===== config.mk =====
export PLATFORM = sky130hd
export DESIGN_NAME = vend_fsm_param_flat
export DESIGN_NICKNAME = d
export VERILOG_FILES = /design/src/rtl/vend_pkg.sv /design/src/rtl/vend_fsm_param_if.sv /design/src/rtl/vend_timeout.sv /design/src/rtl/vend_fsm_param.sv /design/src/flat_wrapper.sv
export SDC_FILE = /design/constraint.sdc
export NUM_CORES = 1
export LEC_CHECK = 0
export ABC_AREA = 1
export CAP_MARGIN = 40
export CORE_MARGIN = 2
export CORE_UTILIZATION = 65
export DETAILED_ROUTE_END_ITERATION = 10
export DONT_BUFFER_PORTS = 1
export PLACE_DENSITY = 0.91
export SLEW_MARGIN = 20
export SYNTH_ARGS = -nofsm -noshare
export SYNTH_HDL_FRONTEND = slang
export SYNTH_SLANG_ARGS = --single-unit
export TNS_END_PERCENT = 20

===== constraint.sdc =====
create_clock -name clk_slow -period 3.2 [get_ports clk_slow]
set_input_delay 0.32 -clock clk_slow [delete_from_list [all_inputs] [get_ports clk_slow]]
set_output_delay 0.32 -clock clk_slow [all_outputs]
set_load 0.02 [all_outputs]

===== src/rtl/vend_pkg.sv =====
// Shared types for the vending controller: FSM state encoding, coin codes and coin values.
package vend_pkg;

    typedef enum logic [2:0] {
        StIdle    = 3'd0,
        StCollect = 3'd1,
        StVend    = 3'd2,
        StChange  = 3'd3,
        StRefund  = 3'd4
    } vend_state_e;

    localparam logic [1:0] COIN_NONE = 2'b00;
    localparam logic [1:0] COIN_1    = 2'b01;
    localparam logic [1:0] COIN_2    = 2'b10;
    localparam logic [1:0] COIN_5    = 2'b11;

    function automatic logic [2:0] coin_value(input logic [1:0] code);
        case (code)
            COIN_1:  return 3'd1;
            COIN_2:  return 3'd2;
            COIN_5:  return 3'd5;
            default: return 3'd0;
        endcase
    endfunction

endpackage


===== src/rtl/vend_fsm_param_if.sv =====
// Button-side request signals and display/dispenser-side strobes of the vending controller.
interface vend_fsm_param_if #(
    parameter int unsigned CREDIT_W = 4
);
    logic [1:0]          coin;
    logic                item_sel;
    logic                buy;
    logic                cancel;
    logic                vend;
    logic                item_out;
    logic [CREDIT_W-1:0] change;
    logic                change_vld;
    logic                coin_rej;
    logic                nack;
    logic [CREDIT_W-1:0] credit;

    modport master (
        output coin, item_sel, buy, cancel,
        input  vend, item_out, change, change_vld, coin_rej, nack, credit
    );

    modport slave (
        input  coin, item_sel, buy, cancel,
        output vend, item_out, change, change_vld, coin_rej, nack, credit
    );
endinterface


===== src/rtl/vend_timeout.sv =====
// Idle counter for the vending controller: expires after TIMEOUT_CYC quiet cycles while running.
module vend_timeout #(
    parameter int unsigned TIMEOUT_CYC = 15
) (
    input  logic clk_slow,
    input  logic clr,
    input  logic run,
    input  logic kick,
    output logic expire
);
    localparam int unsigned CntW = $clog2(TIMEOUT_CYC + 1);
    localparam logic [CntW-1:0] CntLast = CntW'(TIMEOUT_CYC - 1);

    logic [CntW-1:0] cnt_q, cnt_d;

    assign expire = run && !kick && (cnt_q == CntLast);

    always_comb begin
        cnt_d = cnt_q + CntW'(1);
        if (!run || kick || expire) begin
            cnt_d = '0;
        end
    end

    always_ff @(posedge clk_slow or posedge clr) begin
        if (clr) begin
            cnt_q <= '0;
        end else begin
            cnt_q <= cnt_d;
        end
    end
endmodule


===== src/rtl/vend_fsm_param.sv =====
// Parametrised two-item vending controller with saturating credit and change/refund strobes.
// Define VEND_TIMEOUT_EN to auto-refund credit after TIMEOUT_CYC idle cycles in COLLECT.
module vend_fsm_param
    import vend_pkg::*;
#(
    parameter int unsigned CREDIT_W    = 4,
    parameter int unsigned PRICE_A     = 3,
    parameter int unsigned PRICE_B     = 4,
    parameter int unsigned MAX_CREDIT  = 9,
    parameter int unsigned TIMEOUT_CYC = 15
) (
    input logic             clk_slow,
    input logic             clr,
    vend_fsm_param_if.slave bus
);
    localparam logic [CREDIT_W:0] PriceAW = (CREDIT_W + 1)'(PRICE_A);
    localparam logic [CREDIT_W:0] PriceBW = (CREDIT_W + 1)'(PRICE_B);
    localparam logic [CREDIT_W:0] MaxCrW  = (CREDIT_W + 1)'(MAX_CREDIT);

    vend_state_e         state_q, state_d;
    logic [CREDIT_W-1:0] credit_q, credit_d;
    logic [CREDIT_W-1:0] change_q, change_d;
    logic                vend_q, vend_d;
    logic                item_q, item_d;
    logic                change_vld_q, change_vld_d;
    logic                coin_rej_q, coin_rej_d;
    logic                nack_q, nack_d;

    logic                coin_in;
    logic                expire;
    logic [CREDIT_W:0]   coin_sum;
    logic [CREDIT_W:0]   price_sel;

    assign coin_in   = (bus.coin != COIN_NONE);
    assign coin_sum  = {1'b0, credit_q} + (CREDIT_W + 1)'(coin_value(bus.coin));
    assign price_sel = bus.item_sel ? PriceBW : PriceAW;

`ifdef VEND_TIMEOUT_EN
    logic to_run, to_kick;
    assign to_run  = (state_q == StCollect);
    assign to_kick = coin_in | bus.buy | bus.cancel;

    vend_timeout #(
        .TIMEOUT_CYC(TIMEOUT_CYC)
    ) u_timeout (
        .clk_slow(clk_slow),
        .clr     (clr),
        .run     (to_run),
        .kick    (to_kick),
        .expire  (expire)
    );
`else
    assign expire = 1'b0;
`endif

    always_comb begin
        state_d      = state_q;
        credit_d     = credit_q;
        change_d     = '0;
        vend_d       = 1'b0;
        item_d       = 1'b0;
        change_vld_d = 1'b0;
        nack_d       = 1'b0;
        // Any coin is returned unless the accept branch below takes it.
        coin_rej_d   = coin_in;
        case (state_q)
            StIdle, StCollect: begin
                if (expire || (bus.cancel && credit_q != '0)) begin
                    state_d      = StRefund;
                    change_d     = credit_q;
                    change_vld_d = 1'b1;
                    credit_d     = '0;
                end else if (bus.cancel) begin
                    state_d = StIdle;
                end else if (bus.buy) begin
                    if ({1'b0, credit_q} >= price_sel) begin
                        state_d  = StVend;
                        credit_d = credit_q - price_sel[CREDIT_W-1:0];
                        vend_d   = 1'b1;
                        item_d   = bus.item_sel;
                    end else begin
                        nack_d = 1'b1;
                    end
                end else if (coin_in && coin_sum <= MaxCrW) begin
                    state_d    = StCollect;
                    credit_d   = coin_sum[CREDIT_W-1:0];
                    coin_rej_d = 1'b0;
                end
            end
            StVend: begin
                if (credit_q != '0) begin
                    state_d      = StChange;
                    change_d     = credit_q;
                    change_vld_d = 1'b1;
                    credit_d     = '0;
                end else begin
                    state_d = StIdle;
                end
            end
            default: state_d = StIdle;
        endcase
    end

    always_ff @(posedge clk_slow or posedge clr) begin
        if (clr) begin
            state_q      <= StIdle;
            credit_q     <= '0;
            change_q     <= '0;
            vend_q       <= 1'b0;
            item_q       <= 1'b0;
            change_vld_q <= 1'b0;
            coin_rej_q   <= 1'b0;
            nack_q       <= 1'b0;
        end else begin
            state_q      <= state_d;
            credit_q     <= credit_d;
            change_q     <= change_d;
            vend_q       <= vend_d;
            item_q       <= item_d;
            change_vld_q <= change_vld_d;
            coin_rej_q   <= coin_rej_d;
            nack_q       <= nack_d;
        end
    end

    assign bus.vend       = vend_q;
    assign bus.item_out   = item_q;
    assign bus.change     = change_q;
    assign bus.change_vld = change_vld_q;
    assign bus.coin_rej   = coin_rej_q;
    assign bus.nack       = nack_q;
    assign bus.credit     = credit_q;
endmodule


===== src/flat_wrapper.sv =====
// flat-port wrapper written by rule: the top's interface ports become plain ports
module vend_fsm_param_flat import vend_pkg::*;
#(
    parameter int unsigned CREDIT_W    = 4,
    parameter int unsigned PRICE_A     = 3,
    parameter int unsigned PRICE_B     = 4,
    parameter int unsigned MAX_CREDIT  = 9,
    parameter int unsigned TIMEOUT_CYC = 15
)
  (clk_slow, clr, bus_coin, bus_item_sel, bus_buy, bus_cancel, bus_vend, bus_item_out, bus_change, bus_change_vld, bus_coin_rej, bus_nack, bus_credit);
  vend_fsm_param_if #(.CREDIT_W(CREDIT_W)) bus_i ();
  input logic clk_slow;
  input logic clr;
  input wire logic [$bits(bus_i.coin)-1:0] bus_coin;
  input wire logic [$bits(bus_i.item_sel)-1:0] bus_item_sel;
  input wire logic [$bits(bus_i.buy)-1:0] bus_buy;
  input wire logic [$bits(bus_i.cancel)-1:0] bus_cancel;
  output wire logic [$bits(bus_i.vend)-1:0] bus_vend;
  output wire logic [$bits(bus_i.item_out)-1:0] bus_item_out;
  output wire logic [$bits(bus_i.change)-1:0] bus_change;
  output wire logic [$bits(bus_i.change_vld)-1:0] bus_change_vld;
  output wire logic [$bits(bus_i.coin_rej)-1:0] bus_coin_rej;
  output wire logic [$bits(bus_i.nack)-1:0] bus_nack;
  output wire logic [$bits(bus_i.credit)-1:0] bus_credit;
  assign bus_i.coin = bus_coin;
  assign bus_i.item_sel = bus_item_sel;
  assign bus_i.buy = bus_buy;
  assign bus_i.cancel = bus_cancel;
  assign bus_vend = bus_i.vend;
  assign bus_item_out = bus_i.item_out;
  assign bus_change = bus_i.change;
  assign bus_change_vld = bus_i.change_vld;
  assign bus_coin_rej = bus_i.coin_rej;
  assign bus_nack = bus_i.nack;
  assign bus_credit = bus_i.credit;
  vend_fsm_param #(.CREDIT_W(CREDIT_W), .PRICE_A(PRICE_A), .PRICE_B(PRICE_B), .MAX_CREDIT(MAX_CREDIT), .TIMEOUT_CYC(TIMEOUT_CYC)) u_core (.clk_slow(clk_slow), .clr(clr), .bus(bus_i));
endmodule

# Word-level counts from Yosys, hierarchy flattened
# Cells that the tools add are included.
# W data, S select, Z words.
# op_classes
add_sub_neg	2
magnitude_cmp	2
n_eq_ne	11
n_mux	42
n_reduce_logical	9
# ops
op	n
$mux W4	8
$mux W1	22
$mux W3	6
$pmux W4 S2	2
$ne A5 B3 Y1 const B	2
$pmux W3 S3	1
$ne A4 B2 Y1 const B	2
$pmux W3 S2	1
$add A4 B3 Y5	1
$ge A4 B5 Y1	1
$le A5 B4 Y1 const B	1
$reduce_and A5 Y1	1
$eq A2 B2 Y1 const B	2
$reduce_bool A2 Y1	2
$reduce_bool A4 Y1	1
$sub A4 B4 Y4	1
$eq A3 B1 Y1 const B	1
$eq A3 B2 Y1 const B	1
$logic_not A3 Y1	1
$ne A3 B2 Y1 const B	1
$eq A2 B1 Y1 const B	1
$logic_and A1 B1 Y1	2
$mux W2	1
$ne A2 B1 Y1 const B	1
3 further kinds	3
# totals
ff_bits	16
input_bits	7
elab_cells	74

# Depth between registers and ports, before layout
# logic_depth
word_depth	10
mapped_depth	12
mapped_depth_nobuf	12

# Worst setup path before layout
# No wires, ideal clock.
# synth_timing
kind	reg2reg
start	reg u_core.credit_q[0], in the netlist u_core.bus.credit[0]
end	reg u_core.credit_q[3], in the netlist u_core.bus.credit[3]
setup_ps	65
arrival_ps	1869
required_time_ps	3135
setup_slack_ps	1265
stages_incl_launch_ff	12
path_cell_list	dfrtp_1 > ha_1 > inv_1 > fa_1 > or2_1 > nand3_2 > nand3_2 > nand3_2 > nand3_4 > nand3_2 > nand2_1 > nand2_1
# synth_via
elab_chain_len	6
word_cells_on_any_way	18
# synth_lines
element	line	source
start, declared	vend_fsm_param.sv:21	logic [CREDIT_W-1:0] credit_q, credit_d;
start signal, assigned	vend_fsm_param.sv:116	credit_q <= credit_d;
branches (longest 6 deep; another with $add A4 B3 Y5)	--	
# Parallel ways; which one is timed is not known. The select of a mux whose other input is x is not followed.
# A chain may end at the register's enable or synchronous reset.

# Final worst setup path
# layout_timing
start	reg u_core.credit_q[1], in the netlist u_core.bus.credit[1]
end	reg u_core.credit_q[2], in the netlist u_core.bus.credit[2]
# The elaborated chain is that of the path after synthesis.

==> summary.md <==
| Metric | Value |
|---|---|
| CP required | `roughly 3400 ps` |
| Clock Latency Late Sink | `approximately 280 ps` |
| Reg2Reg Launch Point | `u_core.bus.credit[1]` |
| Clock skew | `approximately 3.5 ps` |
| Maximum vdd drop | `0.000608 V` |
| Total congestion overflow | `0` |
| Synth Cell Area | `1100 um^2` |
| R2R depth | `10` |
| Cts repair resizes | `0` |
| RSZ-0062 raised after global routing | `no` |
| Dpl cells | `157` |
| CP max FO | `5` |
| Worst setup EP type | `register` |
| Number of CTS-inserted buffers | `3` |
| First-pass GRT wire length | `3520 um` |
| Multi-input gate area | `604 um^2` |
| Placer Congestion | `1.01` |
| Initial antenna violation count | `0` |
| Cell Count, Final, Fillers Out | `162` |
| Synth Area per Inst | `approximately 7.8 um^2` |
| CTS tree | `done` |
| Clk root buf | `clkbuf_4` |
| Min Tclk post-route | `2170 ps` |
| FF-to-FF setup slack | `about 1000 ps` |
| Worst Hold Path Cells | `2` |
| Share of cells above drive strength 1 | `0.185` |
| HPWL after DPL | `1730 um` |
| Mapped Nets | `157` |
| HP Start | `bus_cancel` |
| Worst path slowest cell | `dfrtp_1` |
| Die X | `45.2 um` |
| Relative slew slack | `0.626` |
| Actual slew at the worst max-slew pin | `560 ps` |
| Fillers | `115` |
| Crit start category | `register` |
| Core area | `1540 um^2` |
| DR iter-0 viols | `18` |
| CTS clock-pin slew for the worst setup and hold paths | `90 ps` |
| Routed vias | `914` |
| Gr usage total | `0.241` |
| CTS H-tree lvls | `1` |
| Cell Pwr Density | `around 900 nW/um^2` |
| DRC Markers | `0` |
| Yosys warnings | `0` |
| WL final | `2080 um` |
| R2r endpoint | `u_core.bus.credit[2]` |
| Setup CP Type | `register to register` |
| Post-route ant nets | `0` |
| Worst hold path class | `input port to register` |
| Final nets | `162` |
| Die height | `45.2 um` |
| FP Rows | `14` |
| Final hold vios | `0` |
| Crit path buf inv count | `1` |
| Crit-path cells | `inv_1, fa_1, or2_1, nand3_2, nand3_2, nand3_2, nand3_4, nand3_2, nand2_1, nand2_1` |
| Max Cap Violations | `0` |
| Seq cells post-synth | `16` |
| Largest net degree at the start of global routing | `17` |
| Syn Inst Count | `between 100 and 150` |
| Area delta synth->final | `5.68%` |
| Die Footprint | `approximately 2000 um^2` |
| Register area | `~400 um^2` |
| Final setup vio count | `0` |
| WHS Endpoint | `u_core.state_q[2]` |
| Register area share after synthesis | `0.363` |
| Vias in the first global route | `853` |
| DRT Pass-1 Iters | `4` |
| CP dominant cell by count | `nand3_2` |
| Largest stage delay on the critical path | `between 500 and 600 ps` |
| Synth unique cells | `25` |
| Max-slew violation count | `0` |
| IO Pins | `20` |
| Setup TNS | `0 ps` |
| PortBufs | `0` |
| Vias per inst | `5.64` |
| # clock sinks | `16` |
| CP arrival | `2390 ps` |
| Final Cycle Share | `0.678` |
| P_leak | `0.000632 uW` |
| Delay-heaviest family, CP | `simple AND/OR/NAND/NOR gates` |
| CTS max path bufs | `2` |
| Routed len/inst | `roughly 13 um` |
| Fmax | `between 0.4 and 0.5 GHz` |
| Initial core utilization | `0.715` |
| Status | `finished clean` |
| Antenna Cells | `0` |
## state kept, by name, summed over array words and instances, names as in the netlist
name	flops
u_core.bus.credit	4
u_core.bus.vend	1
u_core.bus.change_vld	1
u_core.bus.item_out	1
u_core.bus.nack	1
u_core.bus.change	4
u_core.bus.coin_rej	1
u_core.state_q	3
## Yosys cell counts
cell,count,area share
a21oi_1,2,0.0091
a31oi_1,1,0.0057
clkbuf_1,1,0.0034
dfrtp_1,16,0.36
fa_1,2,0.036
ha_1,6,0.068
inv_1,21,0.072
inv_2,4,0.014
nand2_1,28,0.095
nand2_2,5,0.028
nand3_1,6,0.027
nand3_2,4,0.036
nand3_4,1,0.016
nand4_1,4,0.023
nand4_2,2,0.023
nor2_1,24,0.082
nor2_2,3,0.017
nor3_1,2,0.0091
nor3_4,1,0.015
o21ai_0,3,0.014
o21ai_1,1,0.0045
o21ai_2,1,0.0079
o21ai_4,1,0.015
or2_1,2,0.011
or2_2,1,0.0057
## repair_timing
action | in CTS | in global routing
hold buffers | 1 | 0
setup buffers | 0 | 0
endpoints found under the hold margin | 16 | 0
## kinds of logic after synthesis
logic type / Yosys count / synth area share
simple gates: 83 / 0.388
buf+inv: 26 / 0.0885
compound gates: 9 / 0.0556
fa+ha+maj: 8 / 0.104
flops: 16 / 0.363
## layer usage
layer  vias up  track usage  share of wire
met5         -            0              0
met4         0       0.0471         0.0082
met3         5        0.124           0.10
met2        46        0.391           0.48
met1       409        0.286           0.41
li1        454            -              -
## layout by cell type, fill, tap and decap left out
cell,Yosys,final
nand4_2,2,2
inv_2,4,4
ha_1,6,6
o21ai_4,1,1
or2_2,1,1
nand2_2,5,5
nor3_1,2,2
o21ai_2,1,1
clkbuf_8,0,1
fa_1,2,2
nand4_1,4,4
inv_1,21,21
nor2_1,24,24
nand3_4,1,1
nand2_1,28,28
o21ai_0,3,3
clkbuf_4,0,3
nor3_4,1,1
nand3_2,4,4
or2_1,2,2
a21oi_1,2,2
dlygate4sd3_1,0,1
a31oi_1,1,1
nor2_2,3,3
o21ai_1,1,1
dfrtp_1,16,16
nand3_1,6,6
## where the power goes
part           switching, uW  leakage, uW  internal, uW
clock network           58.9    0.0000210          69.3
registers                122     0.000210           270
logic                    366     0.000401           195
total                    546     0.000632           534
## cell type report
class,count,share of cell area
clock buffers,4,0.0311
inverters,25,0.0806
multi-input cells,100,0.519
flip-flops and latches,16,0.344
well taps,16,0.0172
repair buffers,1,0.00859
## per-stage QoR
stage / setup WS, ps / total power, uW / utilization / hold WS [ps] / instance area, um^2
4_1_cts: 1010 / 1080 / 0.756 / 208 / 1160
6_report: 1030 / 1080 / 0.756 / 217 / 1160
2_1_floorplan: 1270 / 841 / - / 234 / 1100
3_5_place_dp: 1030 / 951 / 0.726 / 295 / 1120
5_1_grt: 819 / 1180 / 0.756 / 216 / 1160
3_3_place_gp: 1080 / 932 / 0.726 / 288 / 1120
## worst max-delay path by stage
| stage | depth (start not counted) | startpoint | slack, ps | endpoint |
|---|---|---|---|---|
| 2_1_floorplan | 11 | u_core.bus.credit[0] | 1270 | u_core.bus.credit[3] |
| 3_5_place_dp | 10 | u_core.bus.credit[1] | 1030 | u_core.bus.credit[2] |
| 4_1_cts | 10 | u_core.bus.credit[1] | 1010 | u_core.bus.credit[2] |
| 5_1_grt | 10 | u_core.bus.credit[1] | 820 | u_core.bus.credit[1] |
| 3_3_place_gp | 10 | u_core.bus.credit[1] | 1080 | u_core.bus.credit[1] |
| 6_report | 10 | u_core.bus.credit[1] | 1030 | u_core.bus.credit[2] |
Note: power is estimated with default switching activity, not from simulation.
